===== src/rtl/aes_sha3_pkg.sv =====
// Shared types and constants for the AES/SHA3 sequencer: state encoding,
// operand byte lengths, mode encoding and a saturating byte-counter helper.
package aes_sha3_pkg;

    typedef enum logic [3:0] {
        ST_IDLE,
        ST_LD_KEY,
        ST_KDF,
        ST_WAIT_MSG,
        ST_LD_MSG,
        ST_AES,
        ST_OUT_C,
        ST_GAP,
        ST_OUT_M
    } ctrl_state_e;

    typedef enum logic {
        MODE_0 = 1'b0,
        MODE_1 = 1'b1
    } mode_e;

    localparam int SALT_BYTES = 16;
    localparam int PW_BYTES   = 15;
    localparam int MSG_BYTES  = 16;
    localparam int MAC_BYTES  = 32;

    function automatic logic [4:0] sat_inc(input logic [4:0] v, input logic [4:0] lim);
        return (v >= lim) ? lim : v + 5'd1;
    endfunction

endpackage


===== src/rtl/byte_serializer.sv =====
// Loadable shift register that emits a word one byte per cycle, LSB first,
// with a registered valid and a count of bytes still to be shown.
module byte_serializer #(
    parameter int W  = 256,
    parameter int CW = 6
) (
    input  logic          clk,
    input  logic          rst_n,
    input  logic          load,
    input  logic [W-1:0]  load_data,
    input  logic [CW-1:0] load_bytes,
    output logic [7:0]    o_data,
    output logic          o_valid,
    output logic [CW-1:0] o_count
);

    logic [W-1:0]  shift_q, shift_d;
    logic [CW-1:0] cnt_q, cnt_d;
    logic          valid_q, valid_d;

    always_comb begin
        shift_d = shift_q;
        cnt_d   = cnt_q;
        if (load) begin
            shift_d = load_data;
            cnt_d   = load_bytes;
        end else if (cnt_q != '0) begin
            // Shifting past the last byte leaves zeros, so o_data idles at 0.
            shift_d = shift_q >> 8;
            cnt_d   = cnt_q - CW'(1);
        end
        valid_d = (cnt_d != '0);
    end

    always_ff @(posedge clk or negedge rst_n) begin
        if (!rst_n) begin
            shift_q <= '0;
            cnt_q   <= '0;
            valid_q <= 1'b0;
        end else begin
            shift_q <= shift_d;
            cnt_q   <= cnt_d;
            valid_q <= valid_d;
        end
    end

    assign o_data  = shift_q[7:0];
    assign o_valid = valid_q;
    assign o_count = cnt_q;

endmodule


===== src/rtl/aes_sha3_ctrl.sv =====
// Sequencer: loads salt/password/message bytes, launches KDF, AES and HMAC
// cores in turn, then streams the cipher and MAC out through one serializer.
module aes_sha3_ctrl #(
    parameter int SALT_BYTES = aes_sha3_pkg::SALT_BYTES,
    parameter int PW_BYTES   = aes_sha3_pkg::PW_BYTES,
    parameter int MSG_BYTES  = aes_sha3_pkg::MSG_BYTES,
    parameter int MAC_BYTES  = aes_sha3_pkg::MAC_BYTES,
    parameter int GAP_CYC    = 2
) (
    input  logic                     clk,
    input  logic                     rst_n,
    input  logic                     i_start,
    input  logic [7:0]               i_data,
    input  logic                     i_mode,
    output logic [7:0]               o_data,
    output logic                     o_valid,
    output logic                     o_ien,
    output logic                     o_mode,
    output logic [8*SALT_BYTES-1:0]  o_salt,
    output logic [8*PW_BYTES-1:0]    o_pw,
    output logic [8*MSG_BYTES-1:0]   o_msg,
    output logic                     o_kdf_start,
    output logic                     o_aes_start,
    output logic                     o_mac_start,
    input  logic                     i_kdf_done,
    input  logic                     i_aes_done,
    input  logic                     i_mac_done,
    input  logic [8*MSG_BYTES-1:0]   i_cipher,
    input  logic [8*MAC_BYTES-1:0]   i_mac
);
    import aes_sha3_pkg::*;

    localparam int SALT_W = 8 * SALT_BYTES;
    localparam int PW_W   = 8 * PW_BYTES;
    localparam int MSG_W  = 8 * MSG_BYTES;
    localparam int MAC_W  = 8 * MAC_BYTES;
    localparam int CW     = $clog2(MAC_BYTES + 1);
    localparam logic [4:0] KEY_LAST = 5'(SALT_BYTES + PW_BYTES - 1);
    localparam logic [4:0] MSG_LAST = 5'(MSG_BYTES - 1);
    localparam logic [7:0] GAP_LAST = 8'(GAP_CYC - 1);

    ctrl_state_e       state_q, state_d;
    logic [4:0]        cnt_q, cnt_d;
    logic [7:0]        gap_q, gap_d;
    logic [SALT_W-1:0] salt_q, salt_d;
    logic [PW_W-1:0]   pw_q, pw_d;
    logic [MSG_W-1:0]  msg_q, msg_d;
    mode_e             mode_q, mode_d;
    logic [MAC_W-1:0]  mac_q, mac_d;
    logic              mac_flag_q, mac_flag_d;
    logic              kdf_start_q, kdf_start_d;
    logic              aes_start_q, aes_start_d;
    logic              mac_start_q, mac_start_d;
    logic              ien_q, ien_d;

    logic              ser_load;
    logic [MAC_W-1:0]  ser_data;
    logic [CW-1:0]     ser_bytes;
    logic [CW-1:0]     ser_count;

    always_comb begin
        state_d     = state_q;
        cnt_d       = cnt_q;
        gap_d       = gap_q;
        salt_d      = salt_q;
        pw_d        = pw_q;
        msg_d       = msg_q;
        mode_d      = mode_q;
        mac_d       = mac_q;
        mac_flag_d  = mac_flag_q;
        kdf_start_d = 1'b0;
        aes_start_d = 1'b0;
        mac_start_d = 1'b0;
        ser_load    = 1'b0;
        ser_data    = '0;
        ser_bytes   = '0;

        // The HMAC core may finish any time after launch; remember it.
        if (i_mac_done && (state_q inside {ST_OUT_C, ST_GAP, ST_OUT_M})) begin
            mac_flag_d = 1'b1;
            mac_d      = i_mac;
        end

        case (state_q)
            ST_IDLE: begin
                if (i_start) begin
                    salt_d[SALT_W-1 -: 8] = i_data;
                    mode_d  = mode_e'(i_mode);
                    cnt_d   = 5'd1;
                    state_d = ST_LD_KEY;
                end
            end
            ST_LD_KEY: begin
                if (!i_start) begin
                    cnt_d   = '0;
                    state_d = ST_IDLE;
                end else begin
                    for (int b = 1; b < SALT_BYTES; b++)
                        if (cnt_q == 5'(b)) salt_d[SALT_W-1-8*b -: 8] = i_data;
                    for (int b = 0; b < PW_BYTES; b++)
                        if (cnt_q == 5'(SALT_BYTES + b)) pw_d[PW_W-1-8*b -: 8] = i_data;
                    if (cnt_q == KEY_LAST) begin
                        kdf_start_d = 1'b1;
                        cnt_d       = '0;
                        state_d     = ST_KDF;
                    end else begin
                        cnt_d = sat_inc(cnt_q, KEY_LAST);
                    end
                end
            end
            ST_KDF: begin
                if (i_kdf_done) state_d = ST_WAIT_MSG;
            end
            ST_WAIT_MSG: begin
                if (i_start) begin
                    msg_d[MSG_W-1 -: 8] = i_data;
                    cnt_d   = 5'd1;
                    state_d = ST_LD_MSG;
                end
            end
            ST_LD_MSG: begin
                if (!i_start) begin
                    cnt_d   = '0;
                    state_d = ST_WAIT_MSG;
                end else begin
                    for (int b = 1; b < MSG_BYTES; b++)
                        if (cnt_q == 5'(b)) msg_d[MSG_W-1-8*b -: 8] = i_data;
                    if (cnt_q == MSG_LAST) begin
                        aes_start_d = 1'b1;
                        cnt_d       = '0;
                        state_d     = ST_AES;
                    end else begin
                        cnt_d = sat_inc(cnt_q, MSG_LAST);
                    end
                end
            end
            ST_AES: begin
                if (i_aes_done) begin
                    ser_load    = 1'b1;
                    ser_data    = {{(MAC_W-MSG_W){1'b0}}, i_cipher};
                    ser_bytes   = CW'(MSG_BYTES);
                    mac_start_d = 1'b1;
                    state_d     = ST_OUT_C;
                end
            end
            ST_OUT_C: begin
                if (ser_count == CW'(1)) begin
                    gap_d   = '0;
                    state_d = ST_GAP;
                end
            end
            ST_GAP: begin
                if (gap_q < GAP_LAST) begin
                    gap_d = gap_q + 8'd1;
                end else if (mac_flag_q || i_mac_done) begin
                    // Forward a same-cycle done so a late MAC starts next cycle.
                    ser_load  = 1'b1;
                    ser_data  = i_mac_done ? i_mac : mac_q;
                    ser_bytes = CW'(MAC_BYTES);
                    state_d   = ST_OUT_M;
                end
            end
            ST_OUT_M: begin
                if (ser_count == CW'(1)) begin
                    mac_flag_d = 1'b0;
                    state_d    = ST_IDLE;
                end
            end
            default: state_d = ST_IDLE;
        endcase

        ien_d = !(state_d inside {ST_IDLE, ST_WAIT_MSG});
    end

    always_ff @(posedge clk or negedge rst_n) begin
        if (!rst_n) begin
            state_q     <= ST_IDLE;
            cnt_q       <= '0;
            gap_q       <= '0;
            salt_q      <= '0;
            pw_q        <= '0;
            msg_q       <= '0;
            mode_q      <= MODE_0;
            mac_q       <= '0;
            mac_flag_q  <= 1'b0;
            kdf_start_q <= 1'b0;
            aes_start_q <= 1'b0;
            mac_start_q <= 1'b0;
            ien_q       <= 1'b0;
        end else begin
            state_q     <= state_d;
            cnt_q       <= cnt_d;
            gap_q       <= gap_d;
            salt_q      <= salt_d;
            pw_q        <= pw_d;
            msg_q       <= msg_d;
            mode_q      <= mode_d;
            mac_q       <= mac_d;
            mac_flag_q  <= mac_flag_d;
            kdf_start_q <= kdf_start_d;
            aes_start_q <= aes_start_d;
            mac_start_q <= mac_start_d;
            ien_q       <= ien_d;
        end
    end

    byte_serializer #(
        .W  (MAC_W),
        .CW (CW)
    ) u_ser (
        .clk        (clk),
        .rst_n      (rst_n),
        .load       (ser_load),
        .load_data  (ser_data),
        .load_bytes (ser_bytes),
        .o_data     (o_data),
        .o_valid    (o_valid),
        .o_count    (ser_count)
    );

    assign o_ien       = ien_q;
    assign o_mode      = mode_q;
    assign o_salt      = salt_q;
    assign o_pw        = pw_q;
    assign o_msg       = msg_q;
    assign o_kdf_start = kdf_start_q;
    assign o_aes_start = aes_start_q;
    assign o_mac_start = mac_start_q;

endmodule


===== config.mk =====
export PLATFORM = sky130hd
export DESIGN_NAME = aes_sha3_ctrl
export DESIGN_NICKNAME = d
export VERILOG_FILES = /design/src/rtl/aes_sha3_pkg.sv /design/src/rtl/byte_serializer.sv /design/src/rtl/aes_sha3_ctrl.sv
export SDC_FILE = /design/constraint.sdc
export NUM_CORES = 1
export LEC_CHECK = 0
export BUFFER_PORTS_ARGS = -buffer_cell sky130_fd_sc_hd__buf_2
export CORE_ASPECT_RATIO = 0.7
export CORE_MARGIN = 10
export CORE_UTILIZATION = 50
export DETAILED_ROUTE_END_ITERATION = 12
export MAX_ROUTING_LAYER = met4
export PLACE_DENSITY = 0.73
export SLEW_MARGIN = 20
export SYNTH_ARGS = -nofsm -noshare
export SYNTH_HDL_FRONTEND = slang
export SYNTH_SLANG_ARGS = --single-unit
export TNS_END_PERCENT = 10

===== constraint.sdc =====
create_clock -name clk -period 4.91 [get_ports clk]
set_input_delay 0.2455 -clock clk [delete_from_list [all_inputs] [get_ports clk]]
set_output_delay 0.2455 -clock clk [all_outputs]
set_load 0.02 [all_outputs]

==> Yosys cells after proc, flatten, opt, wreduce, memory -nomap -nowiden <==
Index checks and enable logic that the tools add are counted.
{ "totals": {"in_bits": 399, "output_inout_bits": 390, "ram_bits": 0, "register_bits": 918, "memories": 0, "latch_bits": 0, "elab_cells": 222, "mem_bits_ro": 0} }
{ "classes": {"div_mod_pow": 0, "n_bitwise": 0, "multipliers": 0, "reduce_logical": 62, "shifts": 0, "order_cmp": 3, "eq_ne": 43, "mux": 51, "add_sub_neg": 3} }
{ "ops": {"columns": ["op", "count"], "rows": [
  ["256-bit 2-to-1 mux", 5],
  ["256-bit case mux with 2 select lines", 1],
  ["3-bit AND reduction", 46],
  ["128-bit 2-to-1 mux", 1],
  ["5-bit equality test, second input constant", 15],
  ["4-bit 2-to-1 mux", 12],
  ["5-bit by 4-bit equality test with 1-bit output, second input constant", 8],
  ["5-bit 2-to-1 mux", 8],
  ["4-bit case mux with 9 select lines", 1],
  ["6-bit 2-to-1 mux", 4],
  ["5-bit by 3-bit equality test with 1-bit output, second input constant", 4],
  ["4-bit by 3-bit equality test with 1-bit output, second input constant", 4],
  ["8-bit 2-to-1 mux", 2],
  ["8-bit case mux with 2 select lines", 1],
  ["5-bit case mux with 3 select lines", 1],
  ["1-bit 2-to-1 mux", 13],
  ["4-bit by 2-bit equality test with 1-bit output, second input constant", 3],
  ["6-bit case mux with 2 select lines", 1],
  ["6-bit nonzero test", 2],
  ["5-bit by 2-bit equality test with 1-bit output, second input constant", 2],
  ["8-bit by 1-bit adder with 8-bit output, second input constant", 1],
  ["4-bit logical NOT", 2],
  ["8-bit by 1-bit less-than comparator with 1-bit output, second input constant", 1],
  ["6-bit by 1-bit equality test with 1-bit output, second input constant", 1],
  ["16 further kinds", 23]
]} }

==> Depth between registers and ports, before layout <==
Gate-level depths: netlist (run 1).
{ "logic_depth": {"depth_word": 7, "ltp_mapped": 10} }

==> By module <==
From an unflattened synthesis (run 1), not the netlist that was laid out.
{ "hier_totals": {"hier_cells": 3465, "hier_area_um2": 42263.0} }
{ "by_module_without_submodules": {"columns": ["module", "n_inst", "area_each_um2", "cells_each", "seq_area_each_um2"], "rows": [
  ["aes_sha3_ctrl", 1, 29914.9, 2294, 16390.7],
  ["byte_serializer", 1, 12348.1, 1171, 6581.3]
]} }

==> Worst setup path before layout (run 1) <==
No wires, ideal clock.
{ "synth_timing": {"path_kind": "register to register", "start": "register cnt_q[0]", "end": "register ien_q (netlist: o_ien)", "setup_slack_ns": 2.481, "synth_period_minus_slack_ns": 2.429, "setup_ns": 0.139, "t_required_ns": 4.771, "arrival_time_ns": 2.291, "path_stages_with_launch": 10, "path_buffers": 1, "cell_sequence": "dfrtp_1 ha_1 clkbuf_1 and3_1 ha_1 nand2b_1 a32oi_1 and4b_1 nor3_1 or4b_1"} }
{ "synth_between": {"elab_chain_cells": 7} }
{ "synth_rtl": {"columns": ["item", "line_no", "text"], "rows": [
  ["start, declared", "aes_sha3_ctrl.sv:43", "logic [4:0] cnt_q, cnt_d;"],
  ["start signal, assigned", "aes_sha3_ctrl.sv:192", "cnt_q <= cnt_d;"],
  ["5-bit by 4-bit equality test with 1-bit output or 5-bit equality test (tied branches)", "aes_sha3_ctrl.sv:128, aes_sha3_ctrl.sv:102", null],
  ["4-bit 2-to-1 mux (on tied branches)", "aes_sha3_ctrl.sv:128, aes_sha3_ctrl.sv:102", null],
  ["4-bit 2-to-1 mux (on tied branches)", "aes_sha3_ctrl.sv:122, aes_sha3_ctrl.sv:94", null],
  ["4-bit case mux with 9 select lines *", "aes_sha3_ctrl.sv:84", "case (state_q)"],
  ["4-bit by 2-bit equality test with 1-bit output or 4-bit logical NOT (tied branches)", "aes_sha3_ctrl.sv:172", "ien_d = !(state_d inside {ST_IDLE, ST_WAIT_MSG});"],
  ["2-bit nonzero test *", "aes_sha3_ctrl.sv:172", null],
  ["1-bit logical NOT *", "aes_sha3_ctrl.sv:172", null],
  ["via ien_d", "aes_sha3_ctrl.sv:54", "logic ien_q, ien_d;"],
  ["end signal, assigned", "aes_sha3_ctrl.sv:203", "ien_q <= ien_d;"],
  ["end, declared", "aes_sha3_ctrl.sv:54", null]
]} }
The timed path passes the listed nets; every way through them passes the cells marked *.
A chain may end at the register's enable or synchronous reset.

==> Worst setup path after layout (run 1) <==
{ "layout_timing": {"start": "register state_q[0]", "end": "register u_ser.shift_q[80]"} }
{ "layout_between": {"elab_chain_cells": 3} }
{ "layout_rtl": {"columns": ["item", "line_no", "text"], "rows": [
  ["start, declared", "aes_sha3_ctrl.sv:42", "ctrl_state_e state_q, state_d;"],
  ["start signal, assigned", "aes_sha3_ctrl.sv:191", "state_q <= state_d;"],
  ["4-bit by 3-bit equality test with 1-bit output", "aes_sha3_ctrl.sv:84", null],
  ["256-bit case mux with 2 select lines or 1-bit case mux with 2 select lines (tied branches)", "aes_sha3_ctrl.sv:84", null],
  ["256-bit 2-to-1 mux or 2-bit nonzero test (tied branches)", null, null],
  ["end signal, assigned", "byte_serializer.sv:41", "shift_q <= shift_d;"],
  ["end, declared", "byte_serializer.sv:17", "logic [W-1:0] shift_q, shift_d;"]
]} }
Parallel ways exist; a longest one is shown, timed or not.

==> impl_metrics.tcl, run 1 <==
set metrics [dict create \
    outcome "complete, no violations" \
    netSwitchingFraction_pct 32.3 \
    antenna_left 0 \
    syn-num-nets 3459 \
    yosysWarnings 0 \
    finish.instance_area_um2 52500 \
    start_util_pct 50.6 \
    drt-wirelength-per-cell_um 25.6 \
    seq_area_um2 23000 \
    synth_area_per_cell_um2 13.4 \
    grt_pass1_vias 31800 \
    hpwl_um 87600 \
    multiInputGateArea_um2 16600 \
    io_buffer_count 788 \
    grt_max_degree 210 \
    timing.hold.ws_ps 36.7 \
    synth_cells 3050 \
    first_pass_iters 5 \
    clockBufferDepth 3 \
    gr-usage-all-layers_pct 28.8 \
    num_vias 30500 \
    finalWeightedCongestion 0.871 \
    synth_top_flop_cell "dfrtp_1" \
    p_int_uw 17900 \
    critPathLaunchType "flip-flop" \
    min_period_over_period_pct 70.8 \
    numCtsBuffers 91 \
    p_sw_uw 8500 \
    dieArea_um2 93800 \
    clock_sinks 918 \
    htreeDepth 3 \
    max_freq_ghz 0.288 \
    leakage_uw 0.0256 \
    fin_crit_ps 3480 \
    drt_iter0_markers 2702 \
    tns_ps 0 \
    cts-resized-gates 0 \
    ys_types 62 \
    powerDensity_nw_per_um2 502 \
    p_seq_share_pct 42.2 \
    avgViaCountPerCell 5.78 \
    drc_errors 0 \
    yosysSeqAreaShare_pct 56.2 \
    max-cap-violations 0 \
    p_comb_share_pct 29.3 \
    area_growth_syn_to_layout_pct 28.5 \
    async_reset_ff_share_pct 100 \
    cp_data_required_time_ps 5480 \
    drv_slew 0 \
    vdd_drop_max_v 0.000364 \
    grt-ovfl-total 0 \
    cp-end-kind "flip-flop" \
    antenna_found_initial 26 \
    worst_slew_pin_slew_ps 1290 \
    clockPowerShare_pct 28.4 \
    dp.cells 4704 \
    rsz0062_at_grt "no" \
    core_area_um2 80800 \
    clock_skew_ps 26.3 \
    place_area_um2 45400 \
    io_pins 789 \
    fillers 5971 \
    syn_area_um2 40900 \
    hold_class "in2reg" \
    crit_arrival_ps 4050 \
    layout_commonest_cell "dfrtp_1" \
    critPathMaxFanout 80 \
    final_layout_size_suffix_gt1_share_pct 41.2 \
    rows 87 \
    die_x_um 362 \
    hold_viol_final 0 \
    ys_seq_elements 918 \
    layout.nets 4522 \
    cts_tree "yes" \
    die_y_um 259 \
    r2r_setup_slack_ps 1430 \
    grt_pass1_wl_um 203000 \
    path_clk_slew_ps 60 \
    routed_wl_um 135000 \
    cts_root_buffer "clkbuf_16" \
    synth_edf_count 0 \
    final-instance-count-excl-fill 5281 \
    relSlewSlack_pct 13.9 \
    setup_viol 0 \
    clkLatencyLatePin_ps 640 \
    pre_cts_slack_ps 1480 \
    criticalPathCategory "reg2reg" \
    layout_common_cells "dfrtp_1 (918), buf_2 (784), mux2_2 (634)" \
    setup_slack_ps 1430 \
]
## worst max-delay path, cell delays in order, from the launching register on
cell and delay, ps:
dfrtp_1 750, nor2b_2 360, nand3_2 220, inv_4 410, nor2_1 170, nand2_4 710
buf_4 470, o21a_1 170
## per-layer routing
layer	vias to the layer above	track usage, %	routed length, µm
met5	-	-	0
met4	0	13.7	7180
met2	1146	45.9	65800
li1	13300	-	-
met1	15700	35.6	55100
met3	433	5.31	7270
## cell families (layout without fill, tap and decap cells)
kind of cell	Yosys count	count (layout)	share of synthesized area (%)
XOR/XNOR	3	3	0.0643
buffers and inverters	256	1390	3.20
multiplexers	1010	1010	26.7
AND/OR/NAND/NOR	415	415	4.81
AO/OA/AOI/OAI	438	438	8.75
adder cells (fa/ha/maj)	10	10	0.306
other	0	29	0
flip-flops	918	918	56.2
## path summary, 6_finish.rpt
kind,endpoint,cells past startpoint,startpoint
max,u_ser.shift_q[80],7,state_q[0]
min,u_ser.shift_q[79],4,i_cipher[79]
max reg2reg,u_ser.shift_q[80],7,state_q[0]
min reg2reg,u_ser.shift_q[251],1,u_ser.shift_q[251]
max in group asynchronous,mac_q[229],3,rst_n
min in group asynchronous,mac_q[58],2,rst_n
## final cells by class
cell class,instances,share of cell area [%]
repair buffers,1212,15.7
flip-flops and latches,918,43.7
inverters,14,0.105
clock inverters,37,0.979
well taps,1068,2.54
clock buffers,127,5.13
diodes,29,0.138
multi-input cells,1876,31.7
## stage by stage
step / utilization [%] / total power, µW
after floorplan: - / 16100
final: 65.0 / 26400
after detailed placement: 56.2 / 18600
after global placement: 56.2 / 18300
after global routing: 65.0 / 27600
after CTS: 65.0 / 26300
## what timing repair did
| action | in CTS | in global routing |
|---|---|---|
| hold endpoints to repair | 581 | 0 |
| buffers inserted | 0 | 0 |
| hold buffers | 384 | 0 |
## registers in the layout, summed over array words and instances (netlist names), 4 cells and up
name,count
u_ser.o_count,6
o_pw,120
cnt_q,5
u_ser.shift_q,256
o_salt,128
gap_q,8
state_q,4
o_msg,128
mac_q,256
## cells in the mapped netlist, drive strengths merged (2+ instances only)
library cell	count	share of area [%]
dfrtp	918	56
clkbuf	96	0.88
nor2b	11	0.17
nor4b	4	0.17
nand4	4	0.061
and2	5	0.077
a41oi	3	0.064
o2bb2ai	8	0.17
inv	14	0.13
nand2	160	1.5
or2	2	0.031
o21bai	2	0.037
or4b	2	0.058
mux2	634	17
nand3	26	0.48
o21ai	14	0.17
a21oi	16	0.20
and3	9	0.14
o31ai	2	0.037
nand4b	3	0.10
xnor2	3	0.064
o22ai	122	1.9
a211oi	3	0.055
ha	10	0.31
nor2	172	1.7
a22oi	3	0.055
mux2i	376	9.2
nor3	7	0.11
o21a	128	2.4
buf	146	2.2
nand2b	3	0.046
o221ai	128	3.6
nand3b	3	0.055
## power by group through the flow
stage                     Combinational [µW]  Clock [µW]  Sequential (µW)
final                                   7740        7500            11100
after global routing                    8280        7920            11400
after CTS                               7700        7590            11000
after detailed placement                7410           0            11200
after global placement                  7250           0            11000
after floorplan                         4360           0            11700
(Power assumes the default switching activity.)
==> inputs of run 2 (changes only) <==
- clock period: 4.91 -> 3.2 ns (I/O delays scaled with it)
==> impl_metrics.tcl, run 2 (same netlist as run 1, synthesis figures left out) <==
set metrics [dict create \
    outcome "complete, no violations" \
    min_period_over_period_pct 91.3 \
    fin_crit_ps 2920 \
    p_comb_share_pct 30.3 \
    powerDensity_nw_per_um2 758 \
    critPathLaunchType "flip-flop" \
    start_util_pct 50.6 \
    hold_viol_final 0 \
    r2r_start "state_q[2]" \
    io_pins 789 \
    die_y_um 259 \
    setup_viol 0 \
    final_layout_size_suffix_gt1_share_pct 41.5 \
    gr-usage-all-layers_pct 29.1 \
    worst_slew_pin_slew_ps 1050 \
    netSwitchingFraction_pct 32.9 \
    area_growth_syn_to_layout_pct 29.6 \
    cp_data_required_time_ps 3760 \
    critPathMaxFanout 96 \
    cts_root_buffer "clkbuf_16" \
    die_x_um 362 \
    finalWeightedCongestion 0.890 \
    drv_slew 0 \
    r2r_setup_slack_ps 280 \
    num_vias 30800 \
    seq_area_um2 23000 \
    layout_commonest_cell "dfrtp_1" \
    hold_class "in2reg" \
    layout_common_cells "dfrtp_1 (918), buf_2 (784), mux2_2 (634)" \
    reg_top3 "mac_q (256), u_ser.shift_q (256)" \
    io_buffer_count 788 \
    core_area_um2 80800 \
    p_seq_share_pct 42.6 \
    antenna_left 0 \
    max-cap-violations 0 \
    dieArea_um2 93800 \
    relSlewSlack_pct 30.0 \
    first_pass_iters 6 \
    drt-wirelength-per-cell_um 25.7 \
    p_int_uw 26900 \
    grt_max_degree 121 \
    multiInputGateArea_um2 16600 \
    htreeDepth 3 \
    max_freq_ghz 0.342 \
    grt-ovfl-total 0 \
    clkLatencyLatePin_ps 660 \
    drc_errors 0 \
    leakage_uw 0.0259 \
    antenna_found_initial 22 \
    holdCritStartpoint "i_cipher[119]" \
    vdd_drop_max_v 0.000564 \
    timing.hold.ws_ps 56.2 \
    criticalPathCategory "reg2reg" \
    clockPowerShare_pct 27.1 \
    routed_wl_um 137000 \
    tns_ps 0 \
    p_sw_uw 13200 \
    clockBufferDepth 3 \
    hpwl_um 90900 \
    rsz0062_at_grt "no" \
    grt_pass1_wl_um 205000 \
    grt_pass1_vias 31800 \
    rows 87 \
    cp-end-kind "flip-flop" \
    fillers 5842 \
    drt_iter0_markers 2595 \
    clock_skew_ps 38.3 \
    crit_start "state_q[2]" \
    avgViaCountPerCell 5.78 \
    crit_arrival_ps 3480 \
    cts_tree "yes" \
    layout.nets 4566 \
    final_core_util_pct 65.6 \
    numCtsBuffers 88 \
    clock_sinks 918 \
    path_clk_slew_ps 70 \
]
## run 2: cell count changes in the layout (fill, tap and decap cells not counted), moves of 2 or more
cell           previous run  this run
diode_2                  29        24
bufinv_16                11         6
clkbuf_8                 22        24
clkbuf_16                94        88
dlygate4sd3_1           384       389
buf_4                    30        51
buf_12                   12        32
clkbuf_1                 11        17
clkinv_16                 0         2
## run 2: power by group through the flow
stage	Combinational [µW]	Sequential, µW	Clock [µW]
2_1_floorplan	6690	18000	0
3_3_place_gp	11300	17000	0
3_5_place_dp	11600	17100	0
4_1_cts	12000	17000	11000
5_1_grt	12900	17500	11500
6_report	12100	17100	10900
## run 2: layout make-up
cell class,count,share of cell area [%]
antenna,24,0.113
clock buffer,129,4.90
clock inverter,33,0.794
inverter,14,0.104
multi-input combinational,1876,31.4
sequential,918,43.4
tap,1068,2.52
timing repair buffer,1259,16.8
## run 2: final timing paths
check                                     end  cells after the start
setup reg to reg            u_ser.shift_q[10]                      6
hold reg to reg             u_ser.shift_q[65]                      1
max in group asynchronous          mac_q[128]                      4
setup / recovery            u_ser.shift_q[10]                      6
hold / removal             u_ser.shift_q[119]                      4
min in group asynchronous           mac_q[67]                      2
## run 2: stage by stage
step | instance area (µm²) | power [µW] | worst slack (ps) | cells
finish | 53000 | 40100 | 278 | 5321
global route | 53000 | 41900 | 163 | 5319
global placement | 45900 | 28300 | 647 | 4743
CTS | 52900 | 40000 | 525 | 5295
detailed placement | 45900 | 28700 | 563 | 4744
floorplan | 40900 | 24700 | 771 | 3050
## run 2: critical path, stage by stage, from the launching register on
cell and delay [ps]:
dfrtp_1 710, nand4b_4 290, a211o_4 460, buf_12 240
buf_4 320, o221ai_1 480, o21a_1 220
## run 2: layer usage
layer	vias up	share of wire, %	track usage (%)
met2	1200	49	46.8
met1	15800	40	36.1
met5	-	0	-
met4	0	5.0	12.9
met3	389	5.6	5.00
li1	13400	-	-
## run 2: what timing repair did
item | CTS | global route
resized for setup | 0 | 0
hold buffers | 389 | 0
endpoints found under the setup margin | 0 | 0
buffers inserted | 0 | 0
hold endpoints to repair | 624 | 0
